## src/rtl/vscale_src_a_fwd_stage_pkg.sv

```systemverilog
// Shared types and constants for the operand-A forwarding stage.
// The select codes mirror vscale_ctrl_constants.vh (`SRC_A_SEL_WIDTH,
// `SRC_A_RS1, `SRC_A_PC, `SRC_A_ZERO). XPR_LEN_DEF mirrors `XPR_LEN from
// rv32_opcodes.vh. Both are held here so the RTL and the bench share one
// definition without relying on include paths.
package vscale_src_a_fwd_stage_pkg;

    localparam int unsigned XPR_LEN_DEF     = 32;
    localparam int unsigned REG_AW          = 5;
    localparam int unsigned SRC_A_SEL_WIDTH = 2;

    localparam logic [SRC_A_SEL_WIDTH-1:0] SRC_A_RS1  = 2'd0;
    localparam logic [SRC_A_SEL_WIDTH-1:0] SRC_A_PC   = 2'd1;
    localparam logic [SRC_A_SEL_WIDTH-1:0] SRC_A_ZERO = 2'd2;

    // Output register occupancy
    typedef enum logic [0:0] {
        S_EMPTY = 1'b0,
        S_FULL  = 1'b1
    } out_state_e;

endpackage

```

## src/rtl/vscale_byp_prio_sel.sv

```systemverilog
// Bypass match and priority select.
// Finds the lowest-index bypass channel whose destination matches a non-zero
// rs1 while the operand select is rs1. It reports whether such a channel exists,
// whether its result is still pending, and its data.
// Ports:
//   rs1_addr   architectural rs1 index
//   rs1_sel    operand select is rs1
//   byp_valid  per-channel live register write
//   byp_pend   per-channel result not yet available
//   byp_addr   packed destination indices, channel i at [5i+4:5i]
//   byp_data   packed result data, channel i at [XPR_LEN*i +: XPR_LEN]
//   hit_c      some channel matches
//   pend_c     the winning channel is pending
//   data_c     data of the winning channel
module vscale_byp_prio_sel
    import vscale_src_a_fwd_stage_pkg::*;
#(
    parameter int unsigned NUM_BYP = 2,
    parameter int unsigned XPR_LEN = XPR_LEN_DEF
) (
    input  logic [REG_AW-1:0]          rs1_addr,
    input  logic                       rs1_sel,
    input  logic [NUM_BYP-1:0]         byp_valid,
    input  logic [NUM_BYP-1:0]         byp_pend,
    input  logic [REG_AW*NUM_BYP-1:0]  byp_addr,
    input  logic [XPR_LEN*NUM_BYP-1:0] byp_data,
    output logic                       hit_c,
    output logic                       pend_c,
    output logic [XPR_LEN-1:0]         data_c
);

    // Walk from oldest to youngest so the youngest match overwrites the rest
    always_comb begin
        hit_c  = 1'b0;
        pend_c = 1'b0;
        data_c = '0;
        for (int i = int'(NUM_BYP) - 1; i >= 0; i--) begin
            if (byp_valid[i] && rs1_sel && (rs1_addr != '0) &&
                (byp_addr[REG_AW*i +: REG_AW] == rs1_addr)) begin
                hit_c  = 1'b1;
                pend_c = byp_pend[i];
                data_c = byp_data[XPR_LEN*i +: XPR_LEN];
            end
        end
    end

endmodule

```

## src/rtl/vscale_src_a_fwd_stage.sv

```systemverilog
// Registered operand-A select with bypass forwarding and load-use interlock.
// Selects rs1 / PC / zero, overrides rs1 with the youngest matching bypass
// channel, stalls while that channel is pending, and captures the result in a
// one-entry valid/ready output register.
// Build option: define VSCALE_SRC_A_FWD_EN to enable forwarding, interlock and
// the stall counter; otherwise the block is a plain registered three-way select.
// Ports:
//   clk, reset          clock, synchronous active-high reset
//   in_valid/in_ready   request handshake (in_ready is combinational)
//   src_a_sel           operand select code
//   PC_DX, rs1_addr, rs1_data   operand sources
//   byp_valid/pend/addr/data    bypass channels, channel 0 youngest
//   out_valid/out_ready output handshake
//   alu_src_a, fwd_hit  registered operand and forward flag
//   stall_cnt           saturating interlock-cycle counter
module vscale_src_a_fwd_stage
    import vscale_src_a_fwd_stage_pkg::*;
#(
    parameter int unsigned XPR_LEN = XPR_LEN_DEF,
    parameter int unsigned NUM_BYP = 2,
    parameter int unsigned CNT_W   = 16
) (
    input  logic                       clk,
    input  logic                       reset,
    input  logic                       in_valid,
    output logic                       in_ready,
    input  logic [SRC_A_SEL_WIDTH-1:0] src_a_sel,
    input  logic [XPR_LEN-1:0]         PC_DX,
    input  logic [REG_AW-1:0]          rs1_addr,
    input  logic [XPR_LEN-1:0]         rs1_data,
    input  logic [NUM_BYP-1:0]         byp_valid,
    input  logic [NUM_BYP-1:0]         byp_pend,
    input  logic [REG_AW*NUM_BYP-1:0]  byp_addr,
    input  logic [XPR_LEN*NUM_BYP-1:0] byp_data,
    output logic                       out_valid,
    input  logic                       out_ready,
    output logic [XPR_LEN-1:0]         alu_src_a,
    output logic                       fwd_hit,
    output logic [CNT_W-1:0]           stall_cnt
);

    out_state_e         state, state_nxt;
    logic               load;
    logic               accept;
    logic               interlock;
    logic               fwd_c;
    logic [XPR_LEN-1:0] fwd_data_c;
    logic [XPR_LEN-1:0] operand_c;

`ifdef VSCALE_SRC_A_FWD_EN
    logic byp_hit_c;
    logic byp_pend_c;

    vscale_byp_prio_sel #(
        .NUM_BYP (NUM_BYP),
        .XPR_LEN (XPR_LEN)
    ) u_byp_prio_sel (
        .rs1_addr  (rs1_addr),
        .rs1_sel   (src_a_sel == SRC_A_RS1),
        .byp_valid (byp_valid),
        .byp_pend  (byp_pend),
        .byp_addr  (byp_addr),
        .byp_data  (byp_data),
        .hit_c     (byp_hit_c),
        .pend_c    (byp_pend_c),
        .data_c    (fwd_data_c)
    );

    // Only the winning channel's pending bit stalls
    assign interlock = byp_hit_c && byp_pend_c;
    assign fwd_c     = byp_hit_c && !byp_pend_c;
`else
    logic unused_byp;
    assign unused_byp = ^{byp_valid, byp_pend, byp_addr, byp_data};
    assign interlock  = 1'b0;
    assign fwd_c      = 1'b0;
    assign fwd_data_c = '0;
`endif

    assign out_valid = (state == S_FULL);
    assign in_ready  = (!out_valid || out_ready) && !interlock;
    assign accept    = in_valid && in_ready;

    // Operand select; undefined codes read as zero
    always_comb begin
        operand_c = '0;
        case (src_a_sel)
            SRC_A_RS1: operand_c = fwd_c ? fwd_data_c : rs1_data;
            SRC_A_PC:  operand_c = PC_DX;
            default:   operand_c = '0;
        endcase
    end

    // Output register occupancy state
    always_ff @(posedge clk) begin
        if (reset) begin
            state <= S_EMPTY;
        end else begin
            state <= state_nxt;
        end
    end

    // Next state and load enable
    always_comb begin
        state_nxt = state;
        load      = 1'b0;
        case (state)
            S_EMPTY: begin
                if (accept) begin
                    state_nxt = S_FULL;
                    load      = 1'b1;
                end
            end
            S_FULL: begin
                if (out_ready) begin
                    if (accept) begin
                        load = 1'b1;
                    end else begin
                        state_nxt = S_EMPTY;
                    end
                end
            end
            default: state_nxt = S_EMPTY;
        endcase
    end

    // Operand payload register; held while downstream stalls
    always_ff @(posedge clk) begin
        if (reset) begin
            alu_src_a <= '0;
        end else if (load) begin
            alu_src_a <= operand_c;
        end
    end

`ifdef VSCALE_SRC_A_FWD_EN
    always_ff @(posedge clk) begin
        if (reset) begin
            fwd_hit <= 1'b0;
        end else if (load) begin
            fwd_hit <= fwd_c;
        end
    end

    // Saturating count of requested-but-interlocked cycles
    always_ff @(posedge clk) begin
        if (reset) begin
            stall_cnt <= '0;
        end else if (in_valid && interlock && (stall_cnt != {CNT_W{1'b1}})) begin
            stall_cnt <= stall_cnt + CNT_W'(1);
        end
    end
`else
    assign fwd_hit   = 1'b0;
    assign stall_cnt = '0;
`endif

endmodule

```

## config.mk

```make
export PLATFORM = sky130hd
export DESIGN_NAME = vscale_src_a_fwd_stage
export DESIGN_NICKNAME = d
export VERILOG_FILES = /design/src/rtl/vscale_src_a_fwd_stage_pkg.sv /design/src/rtl/vscale_byp_prio_sel.sv /design/src/rtl/vscale_src_a_fwd_stage.sv
export SDC_FILE = /design/constraint.sdc
export NUM_CORES = 1
export LEC_CHECK = 0
export CORE_MARGIN = 10
export CORE_UTILIZATION = 27
export DETAILED_ROUTE_END_ITERATION = 6
export GPL_TIMING_DRIVEN = 0
export PLACE_DENSITY = 0.95
export SKIP_LAST_GASP = 1
export SLEW_MARGIN = 15
export SYNTH_ARGS = -nofsm -noshare
export SYNTH_HDL_FRONTEND = slang
export SYNTH_SLANG_ARGS = --single-unit
```

## constraint.sdc

```tcl
create_clock -name clk -period 1.65 [get_ports clk]
set_input_delay 0.33 -clock clk [delete_from_list [all_inputs] [get_ports clk]]
set_output_delay 0.33 -clock clk [all_outputs]
set_load 0.01 [all_outputs]
```

==> impl_metrics.ini <==
[power]
p_total_mw = 1.98
pwr-share-seq_pct = 43.0
vdd_drop_max_mv = 0.411
clkPwrFrac_pct = 33.7
pwr-share-comb_pct = 23.3
leakage_nw = 1.16
p_int_mw = 1.51
pwr_density_cell_nw_per_um2 = 709
switching_share_pct = 23.9
power.switching_uw = 475

[floorplan]
io_pins = 204
initial_core_util_pct = 27.7
die_y_um = 95.2
fp.dieW_um = 95.2
placementRows = 27
dieArea_um2 = 9060
coreArea_um2 = 5510

[worst_setup_path]
crit_arrival_ps = 1230
crit_type = register to output port
crit_buf_inv = 1
crit_fanout = 2
rrSetupSlack_ps = 540
worstPathRequired_ps = 1320
crit_path_end_kind = output port
start_kind = register
slowest_delay_ps = 580
worstPathCellList = clkdlybuf4s50_1
crit_path_top_delay_cell = clkdlybuf4s50_1
critPathTopFamily = buffers and inverters

[timing]
fin_worst_skew_ps = 4.94
max_freq_mhz = 642
finalCritPeriodShare_pct = 94.3
tns_ps = 0
rsz0062_at_grt = false
setup_viol = 0
report.final.slew_viol_count = 0
fin_crit_ps = 1560
layout_setup_ws_ps = 93.4
hold_viol = 0

[yosys]
synth_commonest_cells = 33 x dfxtp_1, 32 x mux2i_1, 32 x o2bb2ai_1, 21 x buf_4
yosysSeqAreaShare_pct = 43.3
synth.avg_cell_area_um2 = 11.7
synth_top_area_share_pct = 43.3
synth_edf_count = 0
syn_inst = 131
synth.distinct_cells = 13
yosys-top-cells-area = dfxtp_1 43%, mux2i_1 21%, o2bb2ai_1 18%, buf_4 10%, buf_6 2.2%
yosysTopAreaCell = dfxtp_1
synthFlopType = dfxtp_1
yosysMostFrequentCell = dfxtp_1
netlist_area_um2 = 1530
synth_seq_cells = 33
synth_simple_gate_area_share_pct = 1.97
synth-compound-area-share_pct = 19.8
synth_xor_area_share_pct = 0
ys.warnings.count = 0
async_reset_ff_share_pct = 0
muxShareOfSynthArea_pct = 21.0
synthAdderAreaFrac_pct = 0
synth_top_family_by_area = multiplexers

[cts]
holdBufCountCts = 0
cts_tree = yes
clock_latency_ps = 280
cts.htree.levels = 2
cts-root-buf = clkbuf_8
cts.path.max_buffers = 2
cts_buffers = 5
clock-sinks = 33
cts_resized = 1
cts_setup_buffers = 0
clk_pin_slew_worst_paths_ps = 70

[cells_and_area]
syn_to_final_growth_pct = 83.3
layout-drive-gt1-share_pct = 15.2
finalInstanceArea_um2 = 2800
diodes = 0
fillers = 503
finalNetCount = 409
instances_no_fill = 329

[routing]
dr.pass1.iters = 2
viasPerCell = 4.33
vias = 1425
top_layer_used = met4
wl_met1_um = 2180
drc_errors = 0
drt-initial-drc-count = 23
ant_nets = 0
wl_met2_um = 2350
wirelength_um = 5390
routedWlPerCell_um = 16.4
wl_met3_um = 809

[placement]
dp.cells = 321
hpwl_um = 4480
place_congestion = 0.792
portBuffers = 102
postPlaceCellArea_um2 = 2700
post-place-ws_ps = -177

[global_route]
grt_usage_pct = 11.3
antenna_found_initial = 0
grt_max_degree = 11
grt_overflow = 0
grt_pass1_vias = 1547
grt_first_pass_wirelength_um = 8110

[worst_hold_path]
hold_class = primary input to register

[status]
status = finished, final reports clean

[run]
cap_violations = 0
stage by stage:
step | utilization (%) | hold WS, ps
3_3_place_gp | 49.0 | 443
2_1_floorplan | - | 399
4_1_cts | 50.8 | 415
3_5_place_dp | 49.0 | 446
5_1_grt | 50.8 | 449
6_report | 50.8 | 408
placed cells by master, fill, tap and decap left out:
master,count
clkdlybuf4s50_1,101
dfxtp_1,33
mux2i_1,32
o2bb2ai_1,32
buf_4,21
conb_1,17
clkbuf_8,7
buf_6,3
buf_2,3
nand2b_4,1
a21oi_4,1
nor2_2,1
nand3_2,1
inv_1,1
a21oi_1,1
clkinv_2,1
dlygate4sd2_1,1
power groups by stage:
stage               combinational (mW)  sequential [mW]  clock, mW
floorplan                        0.176            0.887          0
global placement                 0.457            0.869          0
detailed placement               0.466            0.869          0
CTS                              0.466            0.852      0.695
global route                     0.499            0.856      0.725
finish                           0.462            0.852      0.668
routing by layer:
layer	global-route usage [%]	vias up
met5	0	-
met4	2.99	0
met3	6.91	4
met2	18.1	90
met1	12.3	634
li1	-	697
final timing paths:
path	from	cells after the start	end
min	src_a_sel[0]	3	alu_src_a[21]
max reg2reg	out_valid	4	alu_src_a[1]
min reg2reg	alu_src_a[24]	1	alu_src_a[24]
max	out_valid	1	out_valid
flip-flops by register name (all words and copies together), names as in the netlist:
name and flops:
alu_src_a 32, out_valid 1
kinds of logic after synthesis:
logic type,after synthesis
other,1
buffers and inverters,28
and+or+nand+nor,3
AOI/OAI and AO/OA,34
muxes,32
DFF,33
cell type report:
type	count	area (um2)	area share [%]
Multi-Input combinational cell	86	716	25.6
Buffer	27	206	7.38
Sequential cell	33	661	23.6
Tap cell	72	90.1	3.22
Inverter	1	3.75	0.134
Timing Repair Buffer	102	1020	36.4
Clock buffer	7	96.3	3.44
Clock inverter	1	5.00	0.179
Note: power is estimated with default switching activity, not from simulation.
